--- config.mk ---
export PLATFORM = sky130hd
export DESIGN_NAME = cache_arbiter
export DESIGN_NICKNAME = d
export VERILOG_FILES = /design/src/rtl/cache_arb_types.sv /design/src/rtl/cache_arb_starve_ctr.sv /design/src/rtl/cache_arbiter.sv
export SDC_FILE = /design/constraint.sdc
export NUM_CORES = 1
export LEC_CHECK = 0
export CAP_MARGIN = 20
export CORE_AREA = 2 2 544 546
export CTS_BUF_LIST = sky130_fd_sc_hd__clkbuf_4 sky130_fd_sc_hd__clkbuf_8 sky130_fd_sc_hd__clkbuf_16
export CTS_CLUSTER_DIAMETER = 100
export DETAILED_ROUTE_END_ITERATION = 12
export DIE_AREA = 0 0 546 548
export GPL_TIMING_DRIVEN = 0
export PLACE_DENSITY = 0.37
export SKIP_CTS_REPAIR_TIMING = 1
export SLEW_MARGIN = 20
export SYNTH_ARGS = -nofsm -noshare
export SYNTH_HDL_FRONTEND = slang
export SYNTH_SLANG_ARGS = --single-unit
--- constraint.sdc ---
create_clock -name clk -period 1.8 [get_ports clk]
set_input_delay 0.18 -clock clk [delete_from_list [all_inputs] [get_ports clk]]
set_output_delay 0.18 -clock clk [all_outputs]
set_load 0.1 [all_outputs]
--- src/rtl/cache_arb_types.sv ---
// Shared types for the I/D cache-to-memory line arbiter.
// Optional build macro: CACHE_ARB_RR_EN (round-robin arbitration in place of
// dcache priority with the icache starvation guard).
package cache_arb_types;

  typedef enum logic [1:0] {
    IDLE    = 2'd0,
    SERVE_I = 2'd1,
    SERVE_D = 2'd2,
    DONE    = 2'd3
  } arb_state_t;

  typedef enum logic {
    GNT_I = 1'b0,
    GNT_D = 1'b1
  } grant_t;

  typedef enum logic {
    OP_RD = 1'b0,
    OP_WR = 1'b1
  } op_t;

  // True while a memory transaction is being driven for either requester.
  function automatic logic is_serving(input arb_state_t s);
    return (s == SERVE_I) || (s == SERVE_D);
  endfunction

endpackage

--- src/rtl/cache_arb_starve_ctr.sv ---
// Saturating count of consecutive dcache grants made while the icache waits.
// Only used when CACHE_ARB_RR_EN is undefined.
module cache_arb_starve_ctr #(
  parameter int unsigned LIMIT = 4
) (
  input  logic clk,
  input  logic rst,
  input  logic i_inc,
  input  logic i_clr,
  output logic o_at_limit
);

  localparam int unsigned CW = (LIMIT < 1) ? 1 : $clog2(LIMIT + 1);
  localparam logic [CW-1:0] LIM = CW'(LIMIT);

  logic [CW-1:0] r_cnt;

  // Clear wins over increment; the count holds once it reaches the limit.
  always_ff @(posedge clk or negedge rst) begin
    if (!rst) begin
      r_cnt <= '0;
    end else if (i_clr) begin
      r_cnt <= '0;
    end else if (i_inc && (r_cnt != LIM)) begin
      r_cnt <= r_cnt + 1'b1;
    end
  end

  assign o_at_limit = (r_cnt == LIM);

endmodule

--- src/rtl/cache_arbiter.sv ---
// Shares one physical-memory line port between the icache and dcache miss
// paths. One transaction at a time; address, write data and op are latched at
// grant so requester inputs are ignored during service.
// Optional build macro: CACHE_ARB_RR_EN -- simultaneous requests alternate
// instead of dcache priority with the icache starvation guard.
module cache_arbiter
  import cache_arb_types::*;
#(
  parameter int unsigned ADDR_W       = 32,
  parameter int unsigned LINE_W       = 256,
  parameter int unsigned STARVE_LIMIT = 4
) (
  input  logic              clk,
  input  logic              rst,
  input  logic              i_read,
  input  logic [ADDR_W-1:0] i_addr,
  output logic [LINE_W-1:0] i_rdata,
  output logic              i_resp,
  input  logic              d_read,
  input  logic              d_write,
  input  logic [ADDR_W-1:0] d_addr,
  input  logic [LINE_W-1:0] d_wdata,
  output logic [LINE_W-1:0] d_rdata,
  output logic              d_resp,
  output logic              mem_read,
  output logic              mem_write,
  output logic [ADDR_W-1:0] mem_addr,
  output logic [LINE_W-1:0] mem_wdata,
  input  logic [LINE_W-1:0] mem_rdata,
  input  logic              mem_resp
);

  arb_state_t        r_state;
  arb_state_t        w_next_state;
  grant_t            r_gnt;
  op_t               r_op;
  logic [ADDR_W-1:0] r_addr;
  logic [LINE_W-1:0] r_wdata;
  logic [LINE_W-1:0] r_i_rdata;
  logic [LINE_W-1:0] r_d_rdata;

  logic w_d_req;
  logic w_prefer_i;
  logic w_gnt_i;
  logic w_gnt_d;
  logic w_serving;

  assign w_d_req   = d_read | d_write;
  assign w_serving = is_serving(r_state);

`ifdef CACHE_ARB_RR_EN
  grant_t r_last_grant;

  assign w_prefer_i = (r_last_grant == GNT_D);

  // Remember the most recent winner so a tie goes to the other requester.
  always_ff @(posedge clk or negedge rst) begin
    if (!rst) begin
      r_last_grant <= GNT_D;
    end else if (w_gnt_i) begin
      r_last_grant <= GNT_I;
    end else if (w_gnt_d) begin
      r_last_grant <= GNT_D;
    end
  end
`else
  logic w_at_limit;

  cache_arb_starve_ctr #(
    .LIMIT(STARVE_LIMIT)
  ) u_starve_ctr (
    .clk       (clk),
    .rst       (rst),
    .i_inc     (w_gnt_d & i_read),
    .i_clr     (w_gnt_i),
    .o_at_limit(w_at_limit)
  );

  assign w_prefer_i = w_at_limit;
`endif

  // State register.
  always_ff @(posedge clk or negedge rst) begin
    if (!rst) begin
      r_state <= IDLE;
    end else begin
      r_state <= w_next_state;
    end
  end

  // Next state and grant decision; grants happen only from IDLE.
  always_comb begin
    w_next_state = r_state;
    w_gnt_i      = 1'b0;
    w_gnt_d      = 1'b0;
    case (r_state)
      IDLE: begin
        if (i_read && (!w_d_req || w_prefer_i)) begin
          w_gnt_i      = 1'b1;
          w_next_state = SERVE_I;
        end else if (w_d_req) begin
          w_gnt_d      = 1'b1;
          w_next_state = SERVE_D;
        end
      end
      SERVE_I, SERVE_D: begin
        if (mem_resp) begin
          w_next_state = DONE;
        end
      end
      DONE:    w_next_state = IDLE;
      default: w_next_state = IDLE;
    endcase
  end

  // Capture the winner's transaction; write takes precedence if both d strobes are set.
  always_ff @(posedge clk or negedge rst) begin
    if (!rst) begin
      r_gnt   <= GNT_D;
      r_op    <= OP_RD;
      r_addr  <= '0;
      r_wdata <= '0;
    end else if (w_gnt_i) begin
      r_gnt  <= GNT_I;
      r_op   <= OP_RD;
      r_addr <= i_addr;
    end else if (w_gnt_d) begin
      r_gnt   <= GNT_D;
      r_op    <= d_write ? OP_WR : OP_RD;
      r_addr  <= d_addr;
      r_wdata <= d_wdata;
    end
  end

  // Fill data is taken on the mem_resp edge and held until that requester's next fill.
  always_ff @(posedge clk or negedge rst) begin
    if (!rst) begin
      r_i_rdata <= '0;
      r_d_rdata <= '0;
    end else if (w_serving && mem_resp && (r_op == OP_RD)) begin
      if (r_gnt == GNT_I) begin
        r_i_rdata <= mem_rdata;
      end else begin
        r_d_rdata <= mem_rdata;
      end
    end
  end

  assign mem_read  = w_serving && (r_op == OP_RD);
  assign mem_write = w_serving && (r_op == OP_WR);
  assign mem_addr  = r_addr;
  assign mem_wdata = r_wdata;
  assign i_rdata   = r_i_rdata;
  assign d_rdata   = r_d_rdata;
  assign i_resp    = (r_state == DONE) && (r_gnt == GNT_I);
  assign d_resp    = (r_state == DONE) && (r_gnt == GNT_D);

`ifndef SYNTHESIS
  a_d_rd_wr_excl: assert property (@(posedge clk) disable iff (!rst) !(d_read && d_write));
`endif

endmodule

==> results.json <==
{
  "outcome": "finished, violations left",
  "violations": "hold timing, setup timing",
  "fmax_mhz": 424.8,
  "critPathBufInv": 6,
  "r2r_cells": 9,
  "rsz0062_at_grt": "true",
  "h-tree-depth": 3,
  "syn-cell-area_um2": 30260,
  "syn_inst": 1780,
  "grt_pass1_vias": 23910,
  "die_w_um": 546,
  "synth-edff-count": 0,
  "critPathTopFamily": "buffers and inverters",
  "post-route-period-util_pct": 130.8,
  "avgSynthCellArea_um2": 17.00,
  "ys_seq_area_share_pct": 66.75,
  "syn-num-nets": 2367,
  "antenna_found_initial": 170,
  "drive_above_1_share_pct": 52.50,
  "setup_slack_ps": -554.3,
  "tightest_slew_ps": 964.0,
  "clock_skew_ps": 59.77,
  "fillers": 31970,
  "timing.slew.headroom_pct": 35.63,
  "die_area_um2": 299200,
  "whs_ps": -671.0,
  "layout.nets": 4288,
  "setup-tns-final_ps": -295710,
  "area_growth_pct": 92.29,
  "synth.distinct_cells": 29,
  "setup_viol": 941,
  "ys_ff_latch": 807,
  "place.gp.congestion": 0.8640,
  "drc": 0,
  "grt_pass1_wl_mm": 257.6,
  "cts_buffers": 108,
  "viasPerCell": 3.196,
  "worstSetupPathType": "reg -> reg",
  "cts_sinks": 807,
  "seq_area_um2": 20230,
  "crit_path_start": "r_state[1]",
  "core_area_um2": 293100,
  "totalWireLength_mm": 211.0,
  "root_buffer": "clkbuf_16",
  "layout_commonest_cell": "dfrtp_1",
  "hpwl_mm": 171.8,
  "cp.required_ps": 2470,
  "cpPeakStageDelay_ps": 370,
  "path_clk_slew_ps": 60,
  "routedWlPerCell_um": 27.21,
  "overflow": 0,
  "cts_tree": "yes",
  "drt-pass1-iter-count": 7,
  "worst_path_most_repeated_cell": "clkbuf_16",
  "endpoint_kind": "register",
  "ant_nets": 0,
  "slew_violations": 0,
  "grt_usage_pct": 13.01,
  "worstPathArrival_ps": 3020,
  "fp.dieH_um": 548,
  "clockBufferDepth": 4,
  "async_reset_ff_share_pct": 100.0,
  "start_util_pct": 10.32,
  "r2r_end": "i_rdata[40]",
  "rows": 199,
  "drt_iter0_drc": 1033,
  "synthFlopType": "dfrtp_1",
  "num_io_pins": 1386,
  "worstHoldPathType": "in -> async",
  "maxCapViolCount": 0,
  "critical_path_peak_fanout": 7,
  "final_cell_mix": "777 x dfrtp_1, 580 x clkdlybuf4s50_1, 556 x clkbuf_4, 488 x mux2_2, 345 x dlygate4sd3_1",
  "reg2reg_from": "r_state[1]",
  "clock_latency_ps": 820,
  "yosys_warnings": 0,
  "fin_crit_ps": 2354,
  "crit_path_cell_trace": "inv_2 > ha_4 > inv_4 > nor4b_4 > buf_6 > buf_12 > clkbuf_16 > clkbuf_16 > mux2_4",
  "final_hold_viol_count": 330,
  "via_count": 24790,
  "cp_slowest_cell": "dfrtp_1",
  "worst_setup_path_start_kind": "register",
  "multiInputGateArea_um2": 10640,
  "reg2reg_setup_slack_ps": -550,
  "grt_max_degree": 132,
  "portBuffers": 1385
}
flip-flops by register name (all words and copies together) (netlist names):
name and flops:
mem_addr 32, u_starve_ctr.r_cnt 3, r_op 1, r_state 2
i_rdata 256, r_gnt 1, mem_wdata 256, d_rdata 256
layer usage:
layer	wire, um	share of wire, %	vias to the layer above	track usage, %
li1	-	-	10340	-
met1	81020	38	12650	13.98
met2	101100	48	1242	22.38
met3	22180	11	410	7.305
met4	5729	2.7	148	2.277
met5	976	0.46	-	0
worst register-to-register path, cell delays in order (launching register included):
cell	delay, ps
dfrtp_1	370
inv_2	70
ha_4	300
inv_4	50
nor4b_4	280
buf_6	170
buf_12	160
clkbuf_16	290
clkbuf_16	210
mux2_4	300
per-stage QoR:
stage	setup WS [ps]	cells	util, %	instance area (um^2)
floorplan	-324.8	1780	-	30570
global placement	-40060	7084	16.83	49330
detailed placement	-1122	7092	16.79	49200
CTS	-1488	7286	18.04	52860
global route	-609.9	7724	19.83	58100
finish	-554.3	7755	19.85	58180
final cells by class:
cell class,instances,share of cell area (%)
Inverter,5,0.03656
Sequential cell,807,34.78
Tap cell,3919,8.429
Clock inverter,32,0.6323
Timing Repair Buffer,1811,29.38
Multi-Input combinational cell,874,18.29
Clock buffer,162,5.654
Antenna cell,51,0.2194
Buffer,94,2.585
Yosys cell counts (all sizes together), types with 2 or more instances:
library cell,count,area [um^2]
a21oi,2,10.01
a221o,32,320.3
a2bb2oi,2,17.52
and2,34,212.7
buf,89,550.5
clkbuf,5,18.77
dfrtp,806,20170
ha,5,62.56
inv,5,18.77
mux2,768,8648
nand2,7,26.28
nand3,2,10.01
nor2,3,11.26
nor2b,2,12.51
nor4b,2,32.53
o2111ai,2,17.52
o21ai,4,20.02
cells by family after synthesis:
family | Yosys count | share of synthesized area (%)
and+or+nand+nor | 53 | 1.088
buffers and inverters | 99 | 1.944
adders and majority gates | 5 | 0.2068
muxes | 768 | 28.58
DFF | 807 | 66.75
AOI/OAI and AO/OA | 48 | 1.427
worst max path at each step:
stage / end / slack [ps] / cells past startpoint
after CTS: mem_read / -1490 / 4
after global placement: mem_wdata[206] / -40060 / 1
after floorplan: d_rdata[100] / -320 / 7
final: i_rdata[40] / -550 / 9
after detailed placement: mem_wdata[148] / -1120 / 7
after global routing: i_rdata[66] / -610 / 9
Power is left out: the tool's default activity adds up to more than one toggle a clock period on the data nets, which glitch-free logic cannot reach.
